==> src/rtl/apb_pkg.sv <==
// Shared APB definitions: bus widths, requester state encoding, command record
// and the address alignment helper.
package apb_pkg;

    localparam int unsigned ADDR_WIDTH      = 32;
    localparam int unsigned DATA_WIDTH      = 32;
    localparam int unsigned STRB_WIDTH      = DATA_WIDTH / 8;
    localparam int unsigned TIMEOUT_DEFAULT = 16;

    typedef enum logic [1:0] {
        StIdle,
        StSetup,
        StAccess
    } apb_state_e;

    typedef struct packed {
        logic                  write;
        logic [ADDR_WIDTH-1:0] addr;
        logic [DATA_WIDTH-1:0] wdata;
        logic [STRB_WIDTH-1:0] strb;
    } apb_cmd_t;

    // An address is legal when it is aligned to the full data bus width.
    function automatic logic validAlign(input logic [ADDR_WIDTH-1:0] addr);
        logic [ADDR_WIDTH-1:0] mask;
        mask = ADDR_WIDTH'(STRB_WIDTH - 1);
        return (addr & mask) == '0;
    endfunction

endpackage

==> src/rtl/apb_wait_timer.sv <==
// Saturating counter of ACCESS cycles spent waiting for PREADY; flags the cycle
// in which the wait limit is reached.
module apb_wait_timer #(
    parameter int unsigned TIMEOUT_CYCLES = 16
) (
    input  logic PCLK,
    input  logic PRESETn,
    input  logic clear,
    input  logic enable,
    output logic expired
);

    localparam int unsigned CntW = (TIMEOUT_CYCLES > 0) ? $clog2(TIMEOUT_CYCLES + 1) : 1;
    localparam logic [CntW-1:0] MaxCnt  = CntW'(TIMEOUT_CYCLES);
    localparam logic [CntW-1:0] LastCnt = (TIMEOUT_CYCLES > 0) ? CntW'(TIMEOUT_CYCLES - 1) : '0;

    logic [CntW-1:0] cnt_d, cnt_q;

    always_comb begin
        cnt_d = cnt_q;
        if (clear) begin
            cnt_d = '0;
        end else if (enable && (cnt_q != MaxCnt)) begin
            cnt_d = cnt_q + CntW'(1);
        end
    end

    always_ff @(posedge PCLK or negedge PRESETn) begin
        if (!PRESETn) begin
            cnt_q <= '0;
        end else begin
            cnt_q <= cnt_d;
        end
    end

    // Fires in the wait cycle that brings the count up to the limit.
    assign expired = (TIMEOUT_CYCLES != 0) && enable && (cnt_q >= LastCnt);

endmodule

==> src/rtl/apb_requester.sv <==
// APB4 requester: accepts single transfers on a valid/ready command port, runs
// them on the APB bus and returns exactly one response per accepted command.
module apb_requester #(
    parameter int unsigned ADDR_WIDTH     = apb_pkg::ADDR_WIDTH,
    parameter int unsigned DATA_WIDTH     = apb_pkg::DATA_WIDTH,
    parameter int unsigned TIMEOUT_CYCLES = apb_pkg::TIMEOUT_DEFAULT,
    parameter int unsigned STRB_WIDTH     = DATA_WIDTH / 8
) (
    input  logic                  PCLK,
    input  logic                  PRESETn,
    input  logic                  cmd_valid,
    output logic                  cmd_ready,
    input  logic                  cmd_write,
    input  logic [ADDR_WIDTH-1:0] cmd_addr,
    input  logic [DATA_WIDTH-1:0] cmd_wdata,
    input  logic [STRB_WIDTH-1:0] cmd_strb,
    output logic                  rsp_valid,
    output logic [DATA_WIDTH-1:0] rsp_rdata,
    output logic                  rsp_err,
    output logic                  PSEL,
    output logic                  PENABLE,
    output logic [ADDR_WIDTH-1:0] PADDR,
    output logic                  PWRITE,
    output logic [DATA_WIDTH-1:0] PWDATA,
    output logic [STRB_WIDTH-1:0] PSTRB,
    input  logic                  PREADY,
    input  logic [DATA_WIDTH-1:0] PRDATA,
    input  logic                  PSLVERR
);

    import apb_pkg::*;

    apb_state_e            state_d, state_q;
    apb_cmd_t              cmd_d, cmd_q;
    logic                  pend_d, pend_q;
    logic                  rsp_valid_d, rsp_valid_q;
    logic                  rsp_err_d, rsp_err_q;
    logic [DATA_WIDTH-1:0] rsp_rdata_d, rsp_rdata_q;
    logic                  accept, aligned, start, expired, done;

    apb_wait_timer #(
        .TIMEOUT_CYCLES(TIMEOUT_CYCLES)
    ) u_wait_timer (
        .PCLK   (PCLK),
        .PRESETn(PRESETn),
        .clear  (state_q == StSetup),
        .enable ((state_q == StAccess) && !PREADY),
        .expired(expired)
    );

    // A misaligned command taken while a transfer completes owes its error
    // response one cycle later; hold off new commands until it has gone out.
    assign cmd_ready = PRESETn && (((state_q == StIdle) && !pend_q) ||
                                   ((state_q == StAccess) && PREADY));
    assign accept    = cmd_valid && cmd_ready;
    assign aligned   = validAlign(cmd_addr);
    assign start     = accept && aligned;
    assign done      = (state_q == StAccess) && PREADY;

    always_comb begin
        state_d     = state_q;
        cmd_d       = cmd_q;
        pend_d      = 1'b0;
        rsp_valid_d = 1'b0;
        rsp_err_d   = 1'b0;
        rsp_rdata_d = '0;

        case (state_q)
            StIdle:   if (start) state_d = StSetup;
            StSetup:  state_d = StAccess;
            StAccess: begin
                if (PREADY) begin
                    state_d = start ? StSetup : StIdle;
                end else if (expired) begin
                    state_d = StIdle;
                end
            end
            default:  state_d = StIdle;
        endcase

        if (start) begin
            cmd_d.write = cmd_write;
            cmd_d.addr  = cmd_addr;
            cmd_d.strb  = cmd_write ? cmd_strb : '0;
            if (cmd_write) begin
                cmd_d.wdata = cmd_wdata;
            end
        end

        if (done) begin
            rsp_valid_d = 1'b1;
            rsp_err_d   = PSLVERR;
            if (!cmd_q.write) begin
                rsp_rdata_d = PRDATA;
            end
            pend_d = accept && !aligned;
        end else if (pend_q || (accept && !aligned) || expired) begin
            rsp_valid_d = 1'b1;
            rsp_err_d   = 1'b1;
        end
    end

    always_ff @(posedge PCLK or negedge PRESETn) begin
        if (!PRESETn) begin
            state_q     <= StIdle;
            cmd_q       <= '0;
            pend_q      <= 1'b0;
            rsp_valid_q <= 1'b0;
            rsp_err_q   <= 1'b0;
            rsp_rdata_q <= '0;
        end else begin
            state_q     <= state_d;
            cmd_q       <= cmd_d;
            pend_q      <= pend_d;
            rsp_valid_q <= rsp_valid_d;
            rsp_err_q   <= rsp_err_d;
            rsp_rdata_q <= rsp_rdata_d;
        end
    end

    assign PSEL      = (state_q != StIdle);
    assign PENABLE   = (state_q == StAccess);
    assign PADDR     = cmd_q.addr;
    assign PWRITE    = cmd_q.write;
    assign PWDATA    = cmd_q.wdata;
    assign PSTRB     = cmd_q.strb;
    assign rsp_valid = rsp_valid_q;
    assign rsp_err   = rsp_err_q;
    assign rsp_rdata = rsp_rdata_q;

endmodule
==> config.mk <==
export PLATFORM = sky130hd
export DESIGN_NAME = apb_requester
export DESIGN_NICKNAME = d
export VERILOG_FILES = /design/src/rtl/apb_pkg.sv /design/src/rtl/apb_wait_timer.sv /design/src/rtl/apb_requester.sv
export SDC_FILE = /design/constraint.sdc
export NUM_CORES = 1
export LEC_CHECK = 0
export CORE_AREA = 5 5 103 105
export CTS_BUF_LIST = sky130_fd_sc_hd__clkbuf_8
export DETAILED_ROUTE_END_ITERATION = 8
export DIE_AREA = 0 0 108 110
export PLACE_DENSITY = 0.87
export SYNTH_ARGS = -nofsm -noshare
export SYNTH_HDL_FRONTEND = slang
export SYNTH_HIERARCHICAL = 1
export SYNTH_SLANG_ARGS = --single-unit
export TNS_END_PERCENT = 20
==> constraint.sdc <==
create_clock -name PCLK -period 3.2 [get_ports PCLK]
set_input_delay 0.32 -clock PCLK [delete_from_list [all_inputs] [get_ports PCLK]]
set_output_delay 0.32 -clock PCLK [all_outputs]
set_load 0.02 [all_outputs]
==> out/qor.csv <==
stage,metric,value,unit
placement,Detailed Place HPWL,8428,um
placement,PortBufs,211,
power,Pwr Total,3736,uW
synthesis,post-synth top area cell,dfrtp_1,
sta,worst rel slew slack,0.4835,
placement,dpl cells,620,
synthesis,Synth Area in XOR/XNOR,0.002075,
floorplanning,Die Ht,110,um
sta,Slew Limit Fails,0,
critical_path,R2R Path End,PADDR[16]$_DFFE_PN0N_,
power,PwrDens,566.6,mW/mm2
critical_path,Worst EP arrival,1.98,ns
synthesis,Mapped Area,0.004222,mm2
synthesis,Post-Syn Instances,281,
min_path,HP Class,input pin to asynchronous set/reset pin,
route,ANT nets after route,0,
layout,share of layout cells above drive strength 1,0.1400,
clock_network,CTS H-tree depth,3,
sta,Tightest Pin Transition,0.7747,ns
critical_path,CP max FO,7,
critical_path,CP Capture Type,output port,
clock_network,clk sinks,111,
synthesis,ys flop type,dfrtp_1,
layout,# diodes,0,
critical_path,startpoint types,register,
global_route,Overflow after GRT,0,
clock_network,clock slew at reported path FFs,0.09,ns
sta,Max Clock Skew,0.01081,ns
clock_network,post-CTS setup buffers,0,
clock_network,CTS resizes,0,
synthesis,number of synthesized flops with an enable pin,0,
sta,Final Cycle Share,0.7193,
synthesis,yosys warns,6,
global_route,global-route wire length before repair,16590,um
synthesis,most common cell in the netlist,dfrtp_1,
floorplanning,Initial Util,0.4421,
clock_network,Clock Path Buffers,2,
sta,final setup TNS,0,ns
global_route,Tot GR Track Use,0.1835,
synthesis,Post-Synth Adder-Cell Area,0.008892,
sta,RSZ-0062 raised after global routing,false,
sta,final hold violation count,0,
critical_path,FF-to-FF path depth,4,
power,static leakage,0.002868,uW
synthesis,Synth Register Bits,111,
global_route,vias in the first global route,3256,
status,status,"complete, no violations",
global_route,largest net degree at the start of global routing,64,
critical_path,CP Class,register to output port,
critical_path,worst reg2reg path startpoint,state_q[1]$_DFFE_PN0P_,
clock_network,Root Driver,clkbuf_8,
layout,Final Non-Filler Cells,633,
job,MaxCap Viol Count,0,
critical_path,CP Data Required Time,2.88,ns
layout,Layout area overhead,56.19,%
placement,placed instance area,0.006441,mm2
global_route,initial antenna violation count,0,
route,DR WL/cell,16.93,um
synthesis,syn_nets,390,
route,first-pass iteration count of the detailed router,4,
layout,register area,0.002778,mm2
sta,minimum period implied by the final worst setup slack,2.302,ns
route,number of remaining DRC errors,0,
clock_network,Clock Latency Late Sink,0.35,ns
synthesis,synth top area cells,"dfrtp_1 66%, mux2_2 13%, and2_1 4.7%",
floorplanning,Placeable Area,0.009549,mm2
power,peak supply drop,0.3137,mV
synthesis,post-synthesis sequential area ratio,0.6580,
synthesis,Post-Syn Area per Cell,15.02,um2
floorplanning,standard-cell row count,36,
synthesis,async set-reset flop share out of synthesis,1.000,
sta,Finish-stage setup viols,0,
floorplanning,die width,108,um
synthesis,post-synth top area share,0.6580,
floorplanning,Top Ports,212,
clock_network,CTS tree,built,
synthesis,main combinational cell family by area after synthesis,multiplexers,
synthesis,Synth Area in Compound Gates,0.02727,
synthesis,Synth top cells by count,"111 x dfrtp_1, 48 x mux2_2, 32 x and2_1",
layout,Fillers,670,
synthesis,mux share of post-synthesis cell area,0.1835,
synthesis,distinct cell type count after synthesis,35,
sta,Peak Freq,434.5,MHz
layout,multi-input logic area,0.001316,mm2
route,Via Count,2948,
route,overall routed net length,10720,um
route,initial DRC count,117,
layout,"Design Area, Final",0.006594,mm2
critical_path,R2R Setup Slk,1.07,ns
placement,RePlAce Congestion,0.7528,
layout,"Net count, final",607,
clock_network,Post-CTS Hold Buffers,0,
floorplanning,die area,0.01188,mm2
clock_network,total CTS buffers,9,
synthesis,Post-Synth Simple-Gate Area,0.09010,
route,vias per inst,4.657,
[critical path, cell delays in order, from the launching register on]
cell and delay [ns]:
dfrtp_1 0.45, or3_1 0.35, a21boi_0 0.20, clkdlybuf4s50_1 0.64
[worst max-delay path by stage]
stage,start,end,slack (ns),cells after the start
2_1_floorplan,state_q[1]$_DFFE_PN0P_,PADDR[28]$_DFFE_PN0N_,1.38,5
3_3_place_gp,cmd_write,PWDATA[20]$_DFFE_PN0P_,0.74,5
3_5_place_dp,cmd_write,PWDATA[7]$_DFFE_PN0P_,0.71,5
4_1_cts,state_q[1]$_DFFE_PN0P_,cmd_ready,0.84,3
5_1_grt,state_q[1]$_DFFE_PN0P_,cmd_ready,0.75,3
6_report,state_q[1]$_DFFE_PN0P_,cmd_ready,0.90,3
[cell usage in the layout, fill, tap and decap left out, drive strengths merged, types with 3 or more instances in the layout]
cell,instances
mux2,64
nand2,8
mux2i,5
nor2,10
dfrtp,111
ha,3
clkdlybuf4s50,210
nor2b,5
buf,6
and2,32
inv,11
clkbuf,10
[state kept, by name, summed over array words and instances, names as in the netlist]
signal and flops:
PWRITE 1, pend_q 1, state_q 2, rsp_valid 1, rsp_err 1, PWDATA 32, rsp_rdata 32, u_wait_timer/cnt_q 5
PSTRB 4, PADDR 32
[where the power goes]
group | switching, uW | internal [uW] | total (uW)
logic | 562 | 683 | 1250
clock network | 416 | 287 | 703
registers | 143 | 1650 | 1790
[cell families (layout without fill, tap and decap cells)]
group / after synthesis / in the layout
AOI/OAI and AO/OA: 11 / 11
DFF: 111 / 111
and+or+nand+nor: 67 / 67
adders and majority gates: 3 / 3
buffers and inverters: 19 / 238
muxes: 69 / 69
xor gates and xnor gates: 1 / 1
[metrics by stage]
| stage | hold slack [ns] | setup slack [ns] | util |
|---|---|---|---|
| global route | 0.1602 | 0.7538 | 0.6905 |
| detailed placement | 0.4751 | 0.7056 | 0.6745 |
| floorplan | 0.02441 | 1.380 | - |
| finish | 0.1254 | 0.8984 | 0.6905 |
| global placement | 0.4665 | 0.7381 | 0.6745 |
| CTS | 0.1245 | 0.8423 | 0.6905 |
[per-layer routing]
| layer | vias to the layer above | global-route usage | routed length, um | share of wire |
|---|---|---|---|---|
| li1 | 1370 | - | - | - |
| met1 | 1417 | 0.2024 | 3914 | 0.37 |
| met2 | 150 | 0.3175 | 5344 | 0.50 |
| met3 | 11 | 0.07571 | 1302 | 0.12 |
| met4 | 0 | 0.07124 | 155 | 0.014 |
| met5 | - | 0 | 0 | 0 |
[layout make-up]
cell class	count	area share
Clock buffer	10	0.02087
Clock inverter	3	0.002277
Inverter	9	0.005123
Multi-Input combinational cell	151	0.1996
Sequential cell	111	0.4213
Tap cell	133	0.02524
Timing Repair Buffer	216	0.3256
Note: power is estimated with default switching activity, not from simulation.
